### config.mk
export PLATFORM = sky130hd
export DESIGN_NAME = serial_subtractor
export DESIGN_NICKNAME = d
export VERILOG_FILES = /design/src/rtl/serial_subtractor.sv
export SDC_FILE = /design/constraint.sdc
export NUM_CORES = 1
export LEC_CHECK = 0
export BUFFER_PORTS_ARGS = -buffer_cell sky130_fd_sc_hd__buf_2
export CORE_AREA = 2 2 47 49
export DETAILED_ROUTE_END_ITERATION = 16
export DIE_AREA = 0 0 49 51
export PLACE_DENSITY = 0.72
export RECOVER_POWER = 100
export SLEW_MARGIN = 10
export SYNTH_ARGS = -nofsm -noshare
export SYNTH_HDL_FRONTEND = slang
export SYNTH_SLANG_ARGS = --single-unit
### constraint.sdc
create_clock -name clk -period 5.1 [get_ports clk]
set_input_delay 0.255 -clock clk [delete_from_list [all_inputs] [get_ports clk]]
set_output_delay 0.255 -clock clk [all_outputs]
set_load 0.005 [all_outputs]
### src/rtl/serial_subtractor.sv
// serial_subtractor
//   Bit-serial subtractor: computes a - b - bin one bit per clock, LSB first,
//   over WIDTH cycles. The result and borrow-out are registered and held
//   between operations.
//
//   Optional feature macro: SUB_OVERFLOW_EN adds the ovf port, a signed
//   two's-complement overflow flag that updates with d.
//
// Ports
//   clk    in   rising-edge clock
//   rst_n  in   asynchronous active-low reset
//   start  in   begin a subtraction (accepted in IDLE or DONE, ignored in RUN)
//   a      in   minuend [WIDTH]
//   b      in   subtrahend [WIDTH]
//   bin    in   borrow-in
//   d      out  registered difference [WIDTH]
//   bout   out  registered borrow-out
//   busy   out  high while an operation is running
//   done   out  one-cycle pulse when d/bout have just been updated
//   ovf    out  signed overflow (only with SUB_OVERFLOW_EN)
module serial_subtractor #(
  parameter int unsigned WIDTH = 4
) (
  input  logic             clk,
  input  logic             rst_n,
  input  logic             start,
  input  logic [WIDTH-1:0] a,
  input  logic [WIDTH-1:0] b,
  input  logic             bin,
  output logic [WIDTH-1:0] d,
  output logic             bout,
  output logic             busy,
  output logic             done
`ifdef SUB_OVERFLOW_EN
  ,
  output logic             ovf
`endif
);

  localparam int unsigned CW = (WIDTH > 1) ? $clog2(WIDTH) : 1;

  typedef enum logic [1:0] {
    IDLE = 2'd0,
    RUN  = 2'd1,
    DONE = 2'd2
  } state_t;

  state_t           r_state;
  state_t           w_next_state;

  logic [WIDTH-1:0] r_a;
  logic [WIDTH-1:0] r_b;
  logic             r_br;
  logic [CW-1:0]    r_cnt;
  logic [WIDTH-2:0] r_sh;
  logic [WIDTH-1:0] r_d;
  logic             r_bout;

  logic             w_ai;
  logic             w_bi;
  logic             w_diff;
  logic             w_br_next;
  logic [WIDTH-1:0] w_sh_next;
  logic             w_last;
  logic             w_accept;

  assign w_ai      = r_a[r_cnt];
  assign w_bi      = r_b[r_cnt];
  assign w_diff    = w_ai ^ w_bi ^ r_br;
  assign w_br_next = (~w_ai & w_bi) | (~(w_ai ^ w_bi) & r_br);
  // Newest bit enters at the MSB; after WIDTH shifts bit 0 sits at the LSB.
  // r_sh holds only WIDTH-1 bits since the final bit goes straight to d.
  assign w_sh_next = {w_diff, r_sh};
  assign w_last    = (r_cnt == CW'(WIDTH - 1));
  assign w_accept  = start && (r_state != RUN);

  // State register
  always_ff @(posedge clk or negedge rst_n) begin
    if (!rst_n) begin
      r_state <= IDLE;
    end else begin
      r_state <= w_next_state;
    end
  end

  // Next-state logic
  always_comb begin
    w_next_state = r_state;
    case (r_state)
      IDLE:    if (start) w_next_state = RUN;
      RUN:     if (w_last) w_next_state = DONE;
      DONE:    w_next_state = start ? RUN : IDLE;
      default: w_next_state = IDLE;
    endcase
  end

  // Datapath
  always_ff @(posedge clk or negedge rst_n) begin
    if (!rst_n) begin
      r_a    <= '0;
      r_b    <= '0;
      r_br   <= 1'b0;
      r_cnt  <= '0;
      r_sh   <= '0;
      r_d    <= '0;
      r_bout <= 1'b0;
    end else if (w_accept) begin
      r_a   <= a;
      r_b   <= b;
      r_br  <= bin;
      r_cnt <= '0;
      r_sh  <= '0;
    end else if (r_state == RUN) begin
      r_sh  <= w_sh_next[WIDTH-1:1];
      r_br  <= w_br_next;
      r_cnt <= r_cnt + CW'(1);
      if (w_last) begin
        r_d    <= w_sh_next;
        r_bout <= w_br_next;
      end
    end
  end

`ifdef SUB_OVERFLOW_EN
  logic r_ovf;

  // w_diff on the last bit-cycle is the MSB of the new difference.
  always_ff @(posedge clk or negedge rst_n) begin
    if (!rst_n) begin
      r_ovf <= 1'b0;
    end else if (!w_accept && (r_state == RUN) && w_last) begin
      r_ovf <= (r_a[WIDTH-1] != r_b[WIDTH-1]) && (w_diff != r_a[WIDTH-1]);
    end
  end

  assign ovf = r_ovf;
`endif

  assign d    = r_d;
  assign bout = r_bout;
  assign busy = (r_state == RUN);
  assign done = (r_state == DONE);

endmodule

==> impl_results.md <==
* Outcome: finished clean
* Crit path kind: flop to flop
* Num ports at 19
* Sequential share of power at between 40 and 50%
* Library cells used by synthesis at 18
* Max stage delay on crit path at 550 ps
* Lkg Pwr at about 0.00052 µW
* Slowest-stage cell, CP: mux4_2
* Sw frac at a little over a third
* GP Congestion at between 0.7 and 0.8
* Gate power share at just under 40%
* Die Span Y at 51 µm
* Vias/cell at 4.87
* Syn. warnings at 0
* Clock Sinks at 21
* Worst hold path type: input port to flop
* Setup Buffers After CTS at 0
* FF-to-FF path depth at 3
* Pins Over Slew Limit at 0
* Antenna violations before repair at 0
* Pre-CTS setup slack at approximately 3200 ps
* Horiz. Die Dim at 49 µm
* CTS Hold Buffers Added at 1
* I/O Buffers at 18
* Clk slew on worst S/H paths at 110 ps
* Internal Power at 406 µW
* Layout area overhead at 11.3%
* WL met2 at between 700 and 800 µm
* H-tree levels at 1
* Max cap viols at 0
* Crit path required time at approximately 5300 ps
* Synthesis-stage register bit count at 21
* Clock Power Share at around 12%
* Sequential area share after synthesis at between 50% and 60%
* Skew-Pair Late Insertion Delay at approximately 300 ps
* ANT nets after route at 0
* Pin count of the biggest net entering global routing at 22
* Root Buffer: clkbuf_4
* Setup violators final at 0
* CTS Buf Count at 3
* Commonest non-fill, non-tap cell in the layout: dfrtp_1
* Worst Setup Start Kind: flop
* CP Capture Type: flop
* Layout cells sized above 1 at ~29%
* Top layer in use: met4
* Setup Skew at approximately 1.7 ps
* Power density over the cells at 605 nW/µm²
* DR iter-0 viols at 3
* Dpl cells at ~110
* Drt total wl at approximately 1.6 mm
* Critical-path maximum fanout at 5
* Nets@finish at roughly 100
* # DRC at 0
* First-pass GRT wire length at between 2 and 3 mm
* Initial core utilization at a little under half
* Via Count at 570
* Syn Nets at 81
* Final min period at ~1900 ps
* Largest area contributor in the netlist: dfrtp_1
* Sw power at around 220 µW
* Fmax at between 0.5 and 0.6 GHz
* Gate Count Post-Synth at 67
* Worst setup margin at 3220 ps
* M1 WL at just under 700 µm
* Number of global-route vias before repair at 605
* Post-route setup TNS at 0 ps
* Filler cell count at about 210
* Drt wl/cell at approximately 13 µm
* Slew @ Worst Pin at 1080 ps
* CTS tree: built
* Grt ovf at 0
* Core ar. at slightly above 2000 µm²
* Maximum VDD drop at approximately 0.28 mV
* Post-route insts no fill at about 120
* Area contributors post-synth: dfrtp_1, mux2_4, mux2_2, mux4_2, nand2_1
* Hold Violations, Final at 0
* WL met3 at 78 µm
* Critical path, cell by cell: mux4_2 > fa_1 > mux2_2
* PostCTS Resize Cnt at 0
* Synthesized area at 932 µm²
* Syn Area/Cell at 13.9 µm²
* Post-detail-place hpwl at 1.17 mm
* Row Count at 17
* Worst EP arrival at about 2100 ps
* CTS Buffer Depth at 2
* Total track usage at 15.1%
* Slew Limit Headroom at between 20 and 30%
* RSZ-0062 raised after global routing: false
* Most frequent cells in the layout: dfrtp_1, buf_2, nand2_1, mux2_1
* Die Footprint at ~2500 µm²
* Diodes inserted at 0
* Hold path depth at 2
* Share of the synthesized area in the top cell type at between 50 and 60%
* Drt first pass iters at 4
* Final Cycle Share at 36.9%
==> kinds of logic (layout without fill, tap and decap cells) <==
kind of cell             count (synthesis)  in the layout  synth area share (%)
flip-flops                              21             21                  56.4
AND/OR/NAND/NOR                         19             19                  11.0
multiplexers                            14             14                  22.6
buffers and inverters                    6             28                  3.22
AO/OA/AOI/OAI                            5              5                  3.36
adder cells (fa/ha/maj)                  2              2                  3.49
==> critical path, delay by kind of cell (launching register included) <==
family / cells / cell delay (ps)
muxes: 2 / 820
adders and majority gates: 1 / 490
DFF: 1 / 480
==> power by group through the flow <==
stage	Sequential (µW)	Clock, µW	Combinational [µW]
detailed placement	306	0	291
global placement	301	0	277
finish	300	78.1	250
CTS	302	82.7	292
global route	311	93.2	284
floorplan	290	0	229
==> cell usage after synthesis <==
master and count:
nand2_1 10, dfrtp_1 21, buf_6 1, ha_1 1, nand3_1 5, mux2_2 4, o22ai_1 1, a21oi_1 1
mux2_4 8, nand3b_1 1, nand2b_1 1, inv_1 5, o21ai_0 2, fa_1 1, mux4_2 2, nand2_8 1
o211a_1 1, nor2b_1 1
==> per-stage QoR <==
step	area, µm²	total power, µW	utilization [%]	hold WS (ps)
CTS	1080	677	52.5	161
global route	1040	688	50.3	126
detailed placement	1050	597	50.7	236
floorplan	932	520	-	-40.6
global placement	1050	577	50.7	225
finish	1040	628	50.3	156
==> final cells by class <==
class | count | area [µm²] | area share (%)
multi-input combinational | 40 | 334 | 32.2
timing repair buffer | 19 | 96.3 | 9.29
inverter | 5 | 18.8 | 1.81
sequential | 21 | 526 | 50.7
clock inverter | 1 | 5.00 | 0.483
clock buffer | 3 | 22.5 | 2.17
tap | 28 | 35.0 | 3.38
==> worst paths after layout <==
kind	startpoint	endpoint	slack [ps]
setup / recovery	r_cnt[0]	d[3]	3220
hold / removal	b[0]	r_b[0]	160
setup reg to reg	r_cnt[0]	d[3]	3220
hold reg to reg	d[2]	d[2]	510
max in group asynchronous	rst_n	r_b[2]	3810
min in group asynchronous	rst_n	d[2]	650
==> sequential cells by signal, summed over array words and instances, names as in the netlist <==
signal	flops
r_b	4
r_state	2
bout	1
r_sh	3
d	4
r_cnt	2
r_a	4
r_br	1
==> routing by layer <==
| layer | GRT usage, % | vias to the layer above |
|---|---|---|
| met1 | 17.5 | 275 |
| met5 | 0 | - |
| met4 | 7.14 | 0 |
| met2 | 26.5 | 20 |
| met3 | 3.51 | 2 |
| li1 | - | 273 |
Power figures use the tool's default switching activity.
